`src/rtl/const_pattern_gen_pkg.sv`:
```
// Shared types for the constant/pattern burst generator: pattern modes and FSM states.
package cpg_pkg;

  localparam int CPG_MODE_W = 2;

  typedef enum logic [CPG_MODE_W-1:0] {
    CPG_CONST = 2'd0,
    CPG_WALK  = 2'd1,
    CPG_COUNT = 2'd2,
    CPG_ALT   = 2'd3
  } cpg_mode_t;

  typedef enum logic [1:0] {
    CPG_IDLE = 2'd0,
    CPG_RUN  = 2'd1,
    CPG_DONE = 2'd2
  } cpg_state_t;

endpackage

```
`src/rtl/cpg_pattern_next.sv`:
```
// Combinational successor of the current pattern word for the selected mode.
module cpg_pattern_next
  import cpg_pkg::*;
#(
  parameter int WIDTH = 8
) (
  input  cpg_mode_t        mode,
  input  logic [WIDTH-1:0] cur,
  output logic [WIDTH-1:0] next
);

  always_comb begin
    next = cur;
    case (mode)
      CPG_CONST: next = cur;
      CPG_WALK:  next = {cur[WIDTH-2:0], cur[WIDTH-1]};
      CPG_COUNT: next = cur + WIDTH'(1);
      CPG_ALT:   next = ~cur;
      default:   next = cur;
    endcase
  end

endmodule

```
`src/rtl/const_pattern_gen.sv`:
```
// Burst pattern source on a valid/ready stream; 1-cycle start-to-valid, words hold under backpressure.
// CPG_IDLE_ONE_EN: out_data rests at CONST_VAL instead of 0 whenever out_valid is low.
module const_pattern_gen
  import cpg_pkg::*;
#(
  parameter int               WIDTH     = 8,
  parameter int               LEN_W     = 8,
  parameter logic [WIDTH-1:0] CONST_VAL = {WIDTH{1'b1}}
) (
  input  logic                  clk,
  input  logic                  resetn,
  input  logic                  start,
  input  logic [CPG_MODE_W-1:0] mode,
  input  logic [LEN_W-1:0]      len,
  input  logic                  out_ready,
  output logic                  out_valid,
  output logic [WIDTH-1:0]      out_data,
  output logic                  busy,
  output logic                  done
);

`ifdef CPG_IDLE_ONE_EN
  localparam logic [WIDTH-1:0] IDLE_DATA = CONST_VAL;
`else
  localparam logic [WIDTH-1:0] IDLE_DATA = '0;
`endif

  cpg_state_t       state_q, state_d;
  cpg_mode_t        mode_q, mode_d;
  logic [LEN_W-1:0] rem_q, rem_d;
  logic             valid_q, valid_d;
  logic [WIDTH-1:0] data_q, data_d;
  logic             busy_q, busy_d;
  logic             done_q, done_d;

  cpg_mode_t        mode_in;
  logic [WIDTH-1:0] first_pat;
  logic [WIDTH-1:0] pat_next;
  logic             xfer;

  assign mode_in = cpg_mode_t'(mode);
  assign xfer    = valid_q && out_ready;

  always_comb begin
    first_pat = '0;
    case (mode_in)
      CPG_CONST: first_pat = CONST_VAL;
      CPG_WALK:  first_pat = WIDTH'(1);
      CPG_COUNT: first_pat = '0;
      CPG_ALT:   first_pat = CONST_VAL;
      default:   first_pat = '0;
    endcase
  end

  // The output register doubles as the pattern state while in RUN.
  cpg_pattern_next #(
    .WIDTH(WIDTH)
  ) u_pattern_next (
    .mode(mode_q),
    .cur (data_q),
    .next(pat_next)
  );

  always_comb begin
    state_d = state_q;
    mode_d  = mode_q;
    rem_d   = rem_q;
    valid_d = valid_q;
    data_d  = data_q;
    busy_d  = busy_q;
    done_d  = 1'b0;
    case (state_q)
      CPG_IDLE: begin
        valid_d = 1'b0;
        busy_d  = 1'b0;
        data_d  = IDLE_DATA;
        if (start) begin
          mode_d = mode_in;
          if (len != '0) begin
            state_d = CPG_RUN;
            rem_d   = len;
            valid_d = 1'b1;
            busy_d  = 1'b1;
            data_d  = first_pat;
          end else begin
            state_d = CPG_DONE;
            done_d  = 1'b1;
          end
        end
      end
      CPG_RUN: begin
        if (xfer) begin
          if (rem_q == LEN_W'(1)) begin
            state_d = CPG_DONE;
            rem_d   = '0;
            valid_d = 1'b0;
            busy_d  = 1'b0;
            data_d  = IDLE_DATA;
            done_d  = 1'b1;
          end else begin
            rem_d  = rem_q - LEN_W'(1);
            data_d = pat_next;
          end
        end
      end
      CPG_DONE: begin
        state_d = CPG_IDLE;
        valid_d = 1'b0;
        busy_d  = 1'b0;
        data_d  = IDLE_DATA;
      end
      default: begin
        state_d = CPG_IDLE;
        valid_d = 1'b0;
        busy_d  = 1'b0;
        data_d  = IDLE_DATA;
      end
    endcase
  end

  always_ff @(posedge clk) begin
    if (!resetn) begin
      state_q <= CPG_IDLE;
      mode_q  <= CPG_CONST;
      rem_q   <= '0;
      valid_q <= 1'b0;
      data_q  <= IDLE_DATA;
      busy_q  <= 1'b0;
      done_q  <= 1'b0;
    end else begin
      state_q <= state_d;
      mode_q  <= mode_d;
      rem_q   <= rem_d;
      valid_q <= valid_d;
      data_q  <= data_d;
      busy_q  <= busy_d;
      done_q  <= done_d;
    end
  end

  assign out_valid = valid_q;
  assign out_data  = data_q;
  assign busy      = busy_q;
  assign done      = done_q;

endmodule

```
`config.mk`:
```
export PLATFORM = sky130hd
export DESIGN_NAME = const_pattern_gen
export DESIGN_NICKNAME = d
export VERILOG_FILES = /design/src/rtl/const_pattern_gen_pkg.sv /design/src/rtl/cpg_pattern_next.sv /design/src/rtl/const_pattern_gen.sv
export SDC_FILE = /design/constraint.sdc
export NUM_CORES = 1
export LEC_CHECK = 0
export ABC_AREA = 1
export CAP_MARGIN = 30
export CELL_PAD_IN_SITES_DETAIL_PLACEMENT = 1
export CELL_PAD_IN_SITES_GLOBAL_PLACEMENT = 1
export CORE_MARGIN = 10
export CORE_UTILIZATION = 33
export DETAILED_ROUTE_END_ITERATION = 12
export MAX_ROUTING_LAYER = met4
export PLACE_DENSITY = 0.77
export SYNTH_ARGS = -nofsm -noshare
export SYNTH_HDL_FRONTEND = slang
export SYNTH_HIERARCHICAL = 1
export SYNTH_SLANG_ARGS = --single-unit
```
`constraint.sdc`:
```
create_clock -name clk -period 1.5 [get_ports clk]
set_clock_uncertainty 0.2 [all_clocks]
set_input_delay 0.15 -clock clk [delete_from_list [all_inputs] [get_ports clk]]
set_output_delay 0.15 -clock clk [all_outputs]
set_load 0.02 [all_outputs]
```
==> impl_metrics.yaml <==
status:
  violations: "negative setup slack"
  status: "complete, but fails checks"
cells_and_area:
  finalNetCount: 353
  drive_gt1_share_pct: 34.4
  area_growth_pct: 53.4
  antennaDiodeCount: 0
power_and_ir_drop:
  power.density_mw_per_mm2: 821
  pwr-share-seq_pct: 33.6
  clkPwrFrac_pct: 21.5
  vdd_drop_max_uv: 373
  internal-power_w: 0.00126
  combPwrFrac_pct: 44.8
  p_sw_w: 0.000825
  swShare_pct: 39.6
  cellLeakagePower_nw: 1.17
die:
  num_io_pins: 25
  rows: 25
  fp.dieW_um: 90.8
  initial_core_util_pct: 34.6
  dieHeight_um: 90.8
  die-area_mm2: 0.00825
  core_mm2: 0.00479
timing:
  tns_ps: -237
  hold_viol: 0
  fmax_ghz: 0.619
  min_period_ps: 1620
  finalSetupViolCount: 4
  max-slew-margin-rel_pct: 76.0
  fin_ws_ps: -115
  tightestPinTransition_ps: 360
  rsz0062_at_grt: "true"
  post-route-period-util_pct: 108
  hold_slack_ps: 295
  final_max_slew_viol_count: 0
synthesis:
  avgSynthCellArea_um2: 5.93
  synth_seq_cells: 22
  seq_area_frac_synth_pct: 26.6
  synth_nets: 297
  async_flop_share_pct: 0
  synth_warnings: 6
  synth-main-ff-cell: "dfxtp_1"
  netlist_area_mm2: 0.00166
  yosys.area.top_type: "dfxtp_1"
  ys_types: 30
  synth_edf_count: 0
  syn_inst: 279
  synth_common_cells: "nand2_1, inv_1, nor2_1"
  yosysTopAreaCellShare_pct: 26.6
  synth.area.top_cells: "dfxtp_1, nand2_1, nand3_1, inv_1, nor2_1"
  synth_most_common_cell: "nand2_1"
critical_path:
  rr_worst_depth: 9
  crit_path_cell_trace: "inv_4 > nand2_4 > o22ai_1 > inv_1 > nand3_2 > nand3_1 > nand2_1 > nand2_1 > a21oi_2"
  cp_slowest_cell: "dfxtp_1"
  crit_arrival_ps: 1610
  crit_required_ps: 1500
  crit_type: "register to register"
  cp-end-kind: "register"
  critPathBufInv: 2
  crit_top_cell: "nand2_1"
  crit_family: "simple AND/OR/NAND/NOR gates"
  path_depth: 9
  cp_max_fo: 7
  cp-start-kind: "register"
  slowest_delay_ps: 340
drt:
  viasPerCell: 5.05
  wl_met3_um: 202
  drtPass1Iterations: 4
  maxUsedRoutingLayer: "met4"
  wl_per_cell_um: 14.9
  vias: 2024
  drc_errors: 0
  drtIter0Drc: 82
  wl_met1_mm: 2.79
  dr_wl_met2_mm: 2.91
  detail-route-antenna-nets: 0
  totalWireLength_mm: 5.98
clock_tree:
  hold_buffers: 0
  clk_latency_ps: 270
  cts_root_buf: "clkbuf_8"
  clk_pin_slew_worst_paths_ps: 80
  cts_buffers: 3
  cts_sinks: 22
  htreeDepth: 1
  clockBufferDepth: 2
  cts_tree: "yes"
hold_path:
  hold_path_class: "register to register"
  hold_depth: 2
global_routing:
  track_usage_pct: 13.6
  first_global_vias: 2069
  grt_max_degree: 13
  grt_pass1_wl_mm: 9.36
  antenna_found_initial: 0
  overflow: 0
job:
  maxCapViolCount: 0
placed_design:
  place_congestion: 0.842
  hpwl_mm: 4.12
  numPortBuffers: 24
worst min-delay path: stages, from the launching register on:
cell     delay (ps)
dfxtp_2         340
nand2_1          60
a21oi_1          60
cell usage in the layout (no fill, tap or decap), types with 4 or more instances in the layout:
| master | synthesis | final |
|---|---|---|
| a21oi_1 | 18 | 12 |
| a21oi_2 | 0 | 6 |
| buf_4 | 1 | 29 |
| clkbuf_8 | 0 | 4 |
| clkdlybuf4s50_1 | 0 | 13 |
| dfxtp_1 | 22 | 11 |
| dfxtp_2 | 0 | 7 |
| dfxtp_4 | 0 | 4 |
| dlygate4sd2_1 | 0 | 10 |
| inv_1 | 35 | 27 |
| inv_2 | 4 | 8 |
| nand2_1 | 88 | 73 |
| nand2_2 | 3 | 13 |
| nand2_4 | 2 | 7 |
| nand3_1 | 31 | 25 |
| nand3_2 | 2 | 5 |
| nor2_1 | 33 | 21 |
| nor2_2 | 1 | 8 |
| nor2_4 | 0 | 5 |
| o21ai_0 | 10 | 5 |
| o21ai_1 | 1 | 6 |
| o22ai_1 | 5 | 5 |
repair_timing:
action	CTS	global route
cloned	1	0
setup endpoints to repair	30	21
buffers inserted	1	2
pin swaps	10	21
gates resized for setup	42	65
path summary, 6_finish.rpt:
kind,to,from,slack (ps)
setup / recovery,out_data[7],mode_q[1],-120
hold reg to reg,out_data[6],out_data[6],290
setup reg to reg,out_data[7],mode_q[1],-120
hold / removal,out_data[6],out_data[6],290
sequential cells by signal, indices dropped and copies added (netlist names):
signal and count:
out_data 8, busy 1, done 1, rem_q 8, mode_q 2, state_q 2
metal layers:
layer	GRT usage, %	up-vias
li1	-	995
met1	16.0	972
met2	23.9	51
met3	1.33	6
met4	4.05	0
met5	-	-
power groups by stage:
stage	combinational (W)	clock [W]	sequential, W
2_1_floorplan	0.000452	0	0.000717
3_3_place_gp	0.000746	0	0.000694
3_5_place_dp	0.000763	0	0.000695
4_1_cts	0.000805	0.000455	0.000692
5_1_grt	0.00103	0.000485	0.000711
6_report	0.000934	0.000449	0.000701
through the flow:
step,util (%),setup slack [ps],cell area [um2],total power (W),instances
floorplan,-,6.69,1660,0.00117,279
global placement,45.3,-268,2170,0.00144,393
detailed placement,45.3,-340,2170,0.00146,393
CTS,48.9,-16.5,2340,0.00195,399
global route,53.0,-207,2540,0.00223,401
finish,53.0,-115,2540,0.00208,401
area by class of cell:
class	instances	area, um2
sequential	22	464
multi-input combinational	211	1260
fill	620	2250
inverter	40	174
clock buffer	4	55.1
tap	67	83.8
timing repair buffer	57	499
cell families (layout without fill, tap and decap cells):
kind of cell | count (synthesis) | count (layout) | share of synthesized area, %
buffers and inverters | 47 | 101 | 12.5
AND/OR/NAND/NOR | 163 | 164 | 42.8
adder cells (fa/ha/maj) | 4 | 4 | 3.02
AO/OA/AOI/OAI | 41 | 41 | 14.0
flip-flops | 22 | 22 | 26.6
XOR/XNOR | 2 | 2 | 1.06
No activity file was read; power rests on OpenSTA's default activity.
